===== src/rtl/rr_arb5_8b.sv =====
// rr_arb5_8b: five-source round-robin arbiter feeding a one-entry output register.
// Grants are combinational from the last-granted pointer, the request vector and
// whether the output stage can take a word this cycle. The granted byte is
// registered with a valid/ready handshake, so one word per cycle can move when
// the consumer keeps out_ready high.
// Optional feature macro: ARB5_CNT_EN adds xfer_cnt, a wrapping count of words
// accepted by the consumer.
module rr_arb5_8b #(
    parameter int DW = 8
`ifdef ARB5_CNT_EN
    ,
    parameter int CNTW = 16
`endif
) (
    input  logic          clk,
    input  logic          resetn,
    input  logic [4:0]    req,
    input  logic [DW-1:0] in0,
    input  logic [DW-1:0] in1,
    input  logic [DW-1:0] in2,
    input  logic [DW-1:0] in3,
    input  logic [DW-1:0] in4,
    output logic [4:0]    ack,
    output logic [2:0]    sel,
    output logic          out_valid,
    output logic [DW-1:0] out_data,
    output logic [2:0]    out_src,
    input  logic          out_ready
`ifdef ARB5_CNT_EN
    ,
    output logic [CNTW-1:0] xfer_cnt
`endif
);

    // Index 0..4 plus offset 1..5, reduced mod 5.
    function automatic logic [2:0] wrap_add(input logic [2:0] p, input logic [2:0] off);
        logic [3:0] s;
        s = {1'b0, p} + {1'b0, off};
        if (s >= 4'd10)
            return 3'(s - 4'd10);
        else if (s >= 4'd5)
            return 3'(s - 4'd5);
        else
            return s[2:0];
    endfunction

    // Registered state. EMPTY/FULL is encoded by out_valid_q alone.
    logic          out_valid_q, out_valid_d;
    logic [DW-1:0] out_data_q,  out_data_d;
    logic [2:0]    out_src_q,   out_src_d;
    logic [2:0]    ptr_q,       ptr_d;

    logic          can_load;
    logic          any_hit;
    logic [2:0]    win_idx;
    logic          grant;
    logic          accept;
    logic [DW-1:0] win_data;

    assign can_load = !out_valid_q || out_ready;
    assign accept   = out_valid_q && out_ready;

    // Round-robin search: first requester after the last winner.
    always_comb begin
        any_hit = 1'b0;
        win_idx = 3'd0;
        for (int off = 1; off <= 5; off++) begin
            logic [2:0] cand;
            cand = wrap_add(ptr_q, 3'(off));
            if (!any_hit && req[cand]) begin
                any_hit = 1'b1;
                win_idx = cand;
            end
        end
    end

    // No grant while in reset or while the output stage is stalled.
    assign grant = resetn && can_load && any_hit;

    // One-hot ack and mux select; 7 marks "nothing granted".
    always_comb begin
        ack = 5'b0;
        sel = 3'd7;
        if (grant) begin
            ack = 5'b00001 << win_idx;
            sel = win_idx;
        end
    end

    // Downstream 5:1 byte mux driven by the grant index.
    always_comb begin
        case (win_idx)
            3'd0:    win_data = in0;
            3'd1:    win_data = in1;
            3'd2:    win_data = in2;
            3'd3:    win_data = in3;
            3'd4:    win_data = in4;
            default: win_data = '0;
        endcase
    end

    // Next state: a grant reloads the stage (even while the old word is accepted),
    // an accept without grant empties it, a stall holds everything.
    always_comb begin
        out_valid_d = out_valid_q;
        out_data_d  = out_data_q;
        out_src_d   = out_src_q;
        ptr_d       = ptr_q;
        if (grant) begin
            out_valid_d = 1'b1;
            out_data_d  = win_data;
            out_src_d   = win_idx;
            ptr_d       = win_idx;
        end else if (accept) begin
            out_valid_d = 1'b0;
        end
    end

    // State registers; ptr resets to 4 so the first search starts at source 0.
    always_ff @(posedge clk) begin
        if (!resetn) begin
            out_valid_q <= 1'b0;
            out_data_q  <= '0;
            out_src_q   <= 3'd0;
            ptr_q       <= 3'd4;
        end else begin
            out_valid_q <= out_valid_d;
            out_data_q  <= out_data_d;
            out_src_q   <= out_src_d;
            ptr_q       <= ptr_d;
        end
    end

    assign out_valid = out_valid_q;
    assign out_data  = out_data_q;
    assign out_src   = out_src_q;

`ifdef ARB5_CNT_EN
    logic [CNTW-1:0] xfer_cnt_q, xfer_cnt_d;

    assign xfer_cnt_d = accept ? xfer_cnt_q + 1'b1 : xfer_cnt_q;

    // Accepted-word counter, wraps naturally at 2^CNTW.
    always_ff @(posedge clk) begin
        if (!resetn)
            xfer_cnt_q <= '0;
        else
            xfer_cnt_q <= xfer_cnt_d;
    end

    assign xfer_cnt = xfer_cnt_q;
`endif

endmodule


===== config.mk =====
export PLATFORM = sky130hd
export DESIGN_NAME = rr_arb5_8b
export DESIGN_NICKNAME = d
export VERILOG_FILES = /design/src/rtl/rr_arb5_8b.sv
export SDC_FILE = /design/constraint.sdc
export NUM_CORES = 1
export LEC_CHECK = 0
export BUFFER_PORTS_ARGS = -buffer_cell sky130_fd_sc_hd__buf_2
export CAP_MARGIN = 30
export CORE_MARGIN = 2
export CORE_UTILIZATION = 53
export DETAILED_ROUTE_END_ITERATION = 10
export PLACE_DENSITY = 0.82
export SLEW_MARGIN = 20
export SYNTH_ARGS = -nofsm -noshare
export SYNTH_HDL_FRONTEND = slang
export SYNTH_SLANG_ARGS = --single-unit

===== constraint.sdc =====
create_clock -name clk -period 5.5 [get_ports clk]
set_clock_uncertainty 0.2 [all_clocks]
set_input_delay 1.1 -clock clk [delete_from_list [all_inputs] [get_ports clk]]
set_output_delay 1.1 -clock clk [all_outputs]
set_load 0.05 [all_outputs]

==> results.json, run 1 <==
{
  "outcome": "complete, no violations",
  "dieArea_sq_um": 4814,
  "worstPathArrival_ns": 3.93,
  "nNetsFinal": 435,
  "cp_cell_sequence": "inv_1, ha_1, ha_1, mux2i_1, mux2_2, and3_1, o21ai_0, o31a_1, o21ai_0, a22o_1, nand2b_1, nor2b_2, buf_2",
  "slew_headroom_pct": 60.56,
  "cts.sinks": 13,
  "core_area_sq_um": 4058,
  "vias": 2750,
  "holdBufCountCts": 0,
  "worst_ep_required_time_ns": 4.20,
  "tightest_slew_ns": 0.5890,
  "routed_wl_microns": 7288,
  "synth_top_area_share_pct": 11.49,
  "io_pins": 68,
  "synth_nets": 370,
  "dp_hpwl_microns": 5572,
  "synthArstFlopShare_pct": 0,
  "place_congestion": 0.9369,
  "maxSlewViolCount": 0,
  "drtAntennaViolNets": 0,
  "synth_edf_count": 0,
  "die_w_microns": 69.39,
  "gr-total-overflow": 0,
  "cts_buffers": 3,
  "cp-startpoint": "out_src[1]",
  "final_cell_mix": "66 x buf_2, 26 x o21ai_0, 20 x nand2_1, 17 x nor2_1, 15 x a21oi_1",
  "grt_max_degree": 25,
  "post-route-util_pct": 67.07,
  "worstPathMaxFanout": 8,
  "area_growth_pct": 20.10,
  "synth_cell_types": 69,
  "grt_usage_pct": 30.21,
  "crit_end": "ack[4]",
  "rsz0062_at_grt": "false",
  "max-clock-path-buffers": 2,
  "r2r-end": "out_data[1]",
  "rr_worst_depth": 15,
  "ys_ff_latch": 13,
  "wl_per_cell_microns": 17.23,
  "htreeDepth": 1,
  "grt_pass1_vias": 2582,
  "post_drt_via_cell_ratio": 6.501,
  "diodes": 0,
  "crit_path_top_delay_cell": "mux2_2",
  "ys_seq_area_share_pct": 11.49,
  "place_ws_ns": 0.3850,
  "drive_gt1_share_pct": 29.76,
  "cts_root_buffer": "clkbuf_8",
  "final_common_cell": "buf_2",
  "cap_viol_max_count": 0,
  "clk_pin_slew_worst_paths_ns": 0.06,
  "cts_tree": "yes",
  "timing.final.hold_violations": 0,
  "grt_pass1_wl_microns": 12240,
  "antenna_found_initial": 0,
  "io_buffers": 67,
  "clock_latency_ns": 0.25,
  "hold_path.class": "flop to flop",
  "rrSetupSlack_ns": 1.27,
  "first_iter_violations": 314,
  "critPathKind": "flop to primary output",
  "yosysTopAreaCell": "dfxtp_1",
  "post-route-period-util_pct": 95.03,
  "syn_area_per_cell_sq_um": 7.333,
  "path_buf_inv": 2,
  "yosysWarningCount": 0,
  "dr.pass1.iters": 5,
  "syn-cell-area_sq_um": 2266,
  "tns_ns": 0,
  "row_count": 23,
  "path_depth": 13,
  "final-setup-viol-count": 0,
  "critPathMaxStageDelay_ns": 0.37,
  "critPathTopFamily": "compound AO/OA/AOI/OAI gates",
  "syn-instance-count": 309,
  "layout_setup_ws_ns": 0.2736,
  "synth.area.top_cells": "dfxtp_1 11%, ha_1 6.6%, o21ai_0 6.2%",
  "end_kind": "primary output",
  "r2r-start": "out_src[1]",
  "synth_ff_type": "dfxtp_1",
  "route.detailed.drc": 0,
  "fmax_mhz": 191.3,
  "fp.dieH_microns": 69.39,
  "fin_crit_ns": 5.226,
  "critPathLaunchType": "flop",
  "start_util_pct": 55.84
}
[flip-flops by register name (all words and copies together), names as in the netlist]
name,count
out_data,8
ptr_q,1
out_src,3
out_valid,1
[worst min-delay path by stage]
| stage | from | end | slack, ns | cells past startpoint |
|---|---|---|---|---|
| after CTS | out_src[2] | out_src[2] | 0.30 | 1 |
| after detailed placement | out_src[2] | out_src[2] | 0.28 | 1 |
| after floorplan | out_data[0] | out_data[0] | 0.56 | 2 |
| after global routing | out_src[2] | out_src[2] | 0.33 | 1 |
| final | out_src[2] | out_src[2] | 0.30 | 1 |
| after global placement | out_src[2] | out_src[2] | 0.29 | 1 |
[metal layers]
metal / wire (microns) / GRT usage (%)
met5: 0 / 0
met2: 3449 / 49.47
met1: 3049 / 40.18
met3: 663 / 5.669
met4: 125 / 9.150
[synth_stat cells (all sizes together), types with 6 or more instances]
| cell | count |
|---|---|
| a31oi | 13 |
| ha | 12 |
| a21oi | 16 |
| buf | 13 |
| nor2b | 10 |
| a22oi | 9 |
| nand2b | 14 |
| a211oi | 6 |
| and3 | 9 |
| o21ai | 28 |
| nand2 | 20 |
| a221oi | 8 |
| nand3 | 8 |
| nor3 | 9 |
| clkbuf | 7 |
| dfxtp | 13 |
| inv | 11 |
| nor2 | 19 |
| mux2i | 6 |
[logic make-up after synthesis]
| kind of cell | Yosys count | share of synthesized area (%) |
|---|---|---|
| buffers and inverters | 31 | 7.122 |
| DFF | 13 | 11.49 |
| AOI/OAI and AO/OA | 118 | 36.50 |
| xor gates and xnor gates | 6 | 2.319 |
| muxes | 11 | 6.295 |
| adders and majority gates | 13 | 7.510 |
| and+or+nand+nor | 117 | 28.77 |
[worst reg2reg max path, cell delays in order, from the launching register on]
cell and delay, ns:
dfxtp_1 0.33, inv_1 0.13, ha_1 0.24, ha_1 0.31
mux2i_1 0.28, mux2_2 0.37, and3_1 0.17, o21ai_0 0.30
o31a_1 0.35, mux2i_1 0.12, a31oi_1 0.19, o21ai_1 0.17
buf_4 0.21, nor3b_2 0.50, nand2_1 0.11, a31oi_1 0.16
[final cells by class]
class,instances,area (sq um)
Clock inverter,1,5.005
Fill cell,361,1336
Clock buffer,3,41.29
Timing Repair Buffer,80,435.4
Sequential cell,13,261.5
Multi-Input combinational cell,265,1874
Tap cell,50,62.56
Inverter,11,41.29
[stage by stage]
step | hold WS, ns | cell area, sq um | instances
after detailed placement | 0.2841 | 2651 | 419
final | 0.2981 | 2721 | 423
after global routing | 0.3251 | 2721 | 423
after floorplan | 0.5552 | 2276 | 309
after global placement | 0.2860 | 2651 | 419
after CTS | 0.2990 | 2698 | 423
[repair_timing]
action,4_1_cts,5_1_grt
setup buffers,0,0
setup endpoints to repair,0,8
resized for setup,0,8
Power of run 1 is left out: the tool's default activity adds up to more than one toggle a clock period on the data nets, which glitch-free logic cannot reach.
==> run 2: changes to the inputs <==
--- a/config.mk
+++ b/config.mk
@@ -12,2 +12,3 @@
 export DETAILED_ROUTE_END_ITERATION = 10
+export GPL_ROUTABILITY_DRIVEN = 0
 export PLACE_DENSITY = 0.82
==> constraint.sdc (replaced) <==
create_clock -name clk -period 5.5 [get_ports clk]
set_clock_uncertainty 0.2 [all_clocks]
set_input_delay 0.275 -clock clk [delete_from_list [all_inputs] [get_ports clk]]
set_output_delay 0.275 -clock clk [all_outputs]
set_load 0.05 [all_outputs]
==> run 2 against run 1 <==
  * Final area is 3.4% lower
  * Maximum frequency is 5.6% higher
  * Critical path type unchanged
  * Count of clock-buffer cells in the layout stayed put
  * Die area stayed put
==> results.json, run 2 (synthesized netlist as in run 1, its figures left out) <==
{
  "fmax_mhz": 202.1,
  "core_area_sq_um": 4058,
  "worstPathMaxFanout": 19,
  "area_growth_pct": 15.96,
  "dieArea_sq_um": 4814,
  "cts_tree": "yes",
  "routed_wl_microns": 6948,
  "drive_gt1_share_pct": 26.03,
  "start_util_pct": 55.84,
  "cts_root_buffer": "clkbuf_8",
  "holdBufCountCts": 0,
  "first_iter_violations": 295,
  "largest_register_ffs": 8,
  "post-route-period-util_pct": 89.96,
  "worstPathArrival_ns": 4.47,
  "maxSlewViolCount": 0,
  "diodes": 0,
  "nNetsFinal": 427,
  "final_cell_mix": "67 x buf_2, 28 x o21ai_0, 20 x nand2_1, 18 x nor2_1, 15 x a21oi_1",
  "io_buffers": 67,
  "final_common_cell": "buf_2",
  "fp.dieH_microns": 69.39,
  "critPathLaunchType": "flop",
  "end_kind": "primary output",
  "drtAntennaViolNets": 0,
  "hold_path.class": "input pin to flop",
  "n_fill_cell": 371,
  "htreeDepth": 1,
  "tns_ns": 0,
  "tightest_slew_ns": 0.7117,
  "multiInputGateArea_sq_um": 1844,
  "grt_max_degree": 30,
  "layout_setup_ws_ns": 0.5523,
  "clk_pin_slew_worst_paths_ns": 0.05,
  "cap_viol_max_count": 0,
  "antenna_found_initial": 0,
  "cts_setup_buffers": 0,
  "clock_latency_ns": 0.24,
  "dp_hpwl_microns": 5187,
  "cts_buffers": 3,
  "vias": 2741,
  "post_drt_via_cell_ratio": 6.605,
  "hp-start": "in0[4]",
  "route.detailed.drc": 0,
  "critPathKind": "flop to primary output",
  "slew_headroom_pct": 52.23,
  "io_pins": 68,
  "r2r-start": "ptr_q[2]",
  "grt_pass1_wl_microns": 11570,
  "seq_area_sq_um": 260.3,
  "rsz0062_at_grt": "false",
  "dr.pass1.iters": 5,
  "worst_ep_required_time_ns": 5.03,
  "outcome": "complete, no violations",
  "place_ws_ns": 0.9466,
  "cp-startpoint": "ptr_q[2]",
  "grt_pass1_vias": 2453,
  "timing.final.hold_violations": 0,
  "post_cts_resized": 0,
  "gr-total-overflow": 0,
  "grt_usage_pct": 28.54,
  "fin_crit_ns": 4.948,
  "die_w_microns": 69.39,
  "wl_per_cell_microns": 16.74,
  "row_count": 23,
  "max-clock-path-buffers": 2,
  "final-setup-viol-count": 0,
  "cts.sinks": 13
}
## run 2: changes by cell type in the layout (fill, tap and decap cells not counted), sizes merged
cell | before | now
clkbuf | 4 | 3
buf | 79 | 72
## run 2: area by class of cell
type                    instances  area share (%)
clock buffers                   3           1.571
clock inverters                 1          0.1905
inverters                      11           1.571
multi-input cells             265           70.19
flip-flops and latches         13           9.905
well taps                      50           2.381
repair buffers                 72           14.19
## run 2: worst max-delay path: stages (launching register included)
cell     delay [ns]
dfxtp_1        0.71
inv_1          0.24
ha_1           0.48
mux2i_1        0.29
mux2_2         0.36
and3_1         0.17
o21ai_0        0.28
o31a_1         0.36
mux2i_1        0.13
a31oi_1        0.18
o21ai_0        0.11
buf_4          0.19
nor2_1         0.14
inv_1          0.08
nor3b_1        0.20
buf_2          0.30
## run 2: final timing paths
| kind | slack [ns] | end | cells after the start |
|---|---|---|---|
| max | 0.55 | ack[0] | 15 |
| min | 0.07 | out_data[4] | 3 |
| max reg2reg | 0.78 | out_data[6] | 13 |
| min reg2reg | 0.29 | out_src[2] | 1 |
## run 2: through the flow
stage	cell area [sq um]	hold WS [ns]	utilization [%]	instances
2_1_floorplan	2266	0.2118	-	309
3_3_place_gp	2581	0.2925	63.61	411
3_5_place_dp	2581	0.2774	63.61	411
4_1_cts	2628	0.07382	64.75	415
5_1_grt	2628	0.07888	64.75	415
6_report	2628	0.07477	64.75	415
## run 2: routing by layer
| layer | global-route usage [%] | up-vias | part of all wire, % |
|---|---|---|---|
| li1 | - | 1300 | - |
| met1 | 37.75 | 1262 | 40 |
| met2 | 48.18 | 154 | 49 |
| met3 | 3.343 | 25 | 8.1 |
| met4 | 9.150 | 0 | 2.7 |
| met5 | 0 | - | 0 |
Power of run 2 is left out for the same reason.
==> run 3: changes to the inputs <==
- HOLD_SLACK_MARGIN: unset -> 0.02
- clock period: 5.5 -> 4.8 ns (I/O delays scaled with it)
==> run 3 against run 2 <==
  * Count of clock-buffer cells in the layout stayed put
  * Critical path depth fell by 1
  * Sequential share of layout area is 0.20 points lower
  * Final area is 2.0% higher
  * Non-clock buffer count up 5
  * Core utilization up 1.3 points
  * Final cell count increased by 1.2%
  * Flip-flop and latch count did not move
==> results.json, run 3 (synthesized netlist as in run 1, its figures left out) <==
{
  "drtAntennaViolNets": 0,
  "fmax_mhz": 221.7,
  "wl_per_cell_microns": 16.93,
  "clock_latency_ns": 0.25,
  "htreeDepth": 1,
  "grt_pass1_wl_microns": 11560,
  "final-setup-viol-count": 0,
  "cts_buffers": 3,
  "dr.pass1.iters": 5,
  "row_count": 23,
  "worstPathArrival_ns": 4.07,
  "grt_max_degree": 29,
  "n_fill_cell": 353,
  "end_kind": "primary output",
  "cts_root_buffer": "clkbuf_8",
  "first_iter_violations": 284,
  "grt_pass1_vias": 2512,
  "fp.dieH_microns": 69.39,
  "grtUsageMet2_pct": 49.89,
  "worst_ep_required_time_ns": 4.36,
  "io_pins": 68,
  "io_buffers": 67,
  "holdBufCountCts": 0,
  "dp_hpwl_microns": 5280,
  "drive_gt1_share_pct": 28.38,
  "fin_area_sq_um": 2681,
  "grt_usage_pct": 28.59,
  "hold_path.class": "input pin to flop",
  "cap_viol_max_count": 0,
  "cts_tree": "yes",
  "gr-total-overflow": 0,
  "tightest_slew_ns": 0.6049,
  "post_drt_via_cell_ratio": 6.526,
  "largest_register_ffs": 8,
  "critPathLaunchType": "flop",
  "critPathMaxStageDelay_ns": 0.45,
  "outcome": "complete, no violations",
  "final_common_cell": "buf_2",
  "rsz0062_at_grt": "false",
  "fin_crit_ns": 4.510,
  "route.detailed.drc": 0,
  "diodes": 0,
  "antenna_found_initial": 0,
  "core_area_sq_um": 4058,
  "critPathMostFrequentCell": "inv_1",
  "die_w_microns": 69.39,
  "worstPathMaxFanout": 19,
  "routed_wl_microns": 7112,
  "stdcell_count": 420,
  "slew_headroom_pct": 59.50,
  "vias": 2741,
  "nNetsFinal": 432,
  "dpl-instance-area_sq_um": 2611,
  "start_util_pct": 55.84,
  "cp_cell_sequence": "buf_4, ha_1, inv_1, fa_1, inv_1, a221o_1, and3_1, a311oi_1, a211oi_1, and4bb_4, o211a_1, o21ai_0, nor2b_2, buf_2",
  "cts.sinks": 13,
  "final_cell_mix": "67 x buf_2, 26 x o21ai_0, 20 x nand2_1, 18 x nor2_1, 15 x a21oi_1",
  "dieArea_sq_um": 4814,
  "max-clock-path-buffers": 2,
  "maxSlewViolCount": 0,
  "clk_pin_slew_worst_paths_ns": 0.06,
  "crit_path_top_delay_cell": "fa_1",
  "area_growth_pct": 18.33,
  "critPathKind": "flop to primary output",
  "timing.final.hold_violations": 0,
  "busiest_layer": "met2",
  "dp.cells": 414,
  "post-route-period-util_pct": 93.97,
  "met3_usage_pct": 7.558,
  "use_met1_pct": 35.07
}
run 3: cell types whose count changed in the layout (fill, tap and decap cells not counted):
cell,previous run,this run
buf_4,5,10
o21ai_0,28,26
o21ai_1,0,2
a211oi_1,6,5
a211oi_2,0,1
and3_1,9,8
and3_2,0,1
ha_1,12,11
ha_2,0,1
nor2b_1,10,9
nor2b_2,0,1
nor3b_1,2,1
nor3b_2,1,2
run 3: area by class of cell:
type	instances	area, sq um	area share (%)
Sequential cell	13	260.3	9.706
Tap cell	50	62.56	2.333
Multi-Input combinational cell	265	1861	69.39
Clock inverter	1	5.005	0.1867
Inverter	11	41.29	1.540
Timing Repair Buffer	77	410.4	15.31
Clock buffer	3	41.29	1.540
run 3: repair_timing:
action,CTS,global route
setup endpoints to repair,0,5
gates resized for setup,0,5
buffers inserted,0,2
run 3: path summary, 6_finish.rpt:
| kind | slack [ns] | cells past startpoint | to | startpoint |
|---|---|---|---|---|
| worst max register to register | 0.51 | 15 | out_data[6] | out_src[1] |
| worst min register to register | 0.31 | 1 | out_src[2] | out_src[2] |
| worst min-delay path | 0.04 | 3 | out_data[2] | in0[2] |
| worst max-delay path | 0.29 | 14 | ack[4] | out_src[1] |
run 3: worst max-delay path, delay by kind of cell (launching register included):
family                   cells  cell delay (ns)
buffers and inverters        4             0.72
flip-flops                   1             0.33
AO/OA/AOI/OAI                5             1.29
AND/OR/NAND/NOR              3             0.74
adder cells (fa/ha/maj)      2             0.73
run 3: metrics by stage:
step                       TNS, ns  util (%)  hold WS (ns)  setup slack (ns)
after floorplan           -0.01390         -        0.1768          -0.01390
after global placement           0     64.35        0.2690            0.5057
after detailed placement         0     64.35        0.2910            0.5145
after CTS                        0     65.49       0.03213            0.2130
after global routing             0     66.08       0.04827           0.03706
final                            0     66.08       0.03531            0.2897
run 3: routing by layer:
layer / vias to the layer above / share of wire, %
met4: 0 / 0.87
li1: 1313 / -
met2: 138 / 49
met5: - / 0
met3: 10 / 8.0
met1: 1280 / 42
Power of run 3 is left out for the same reason.
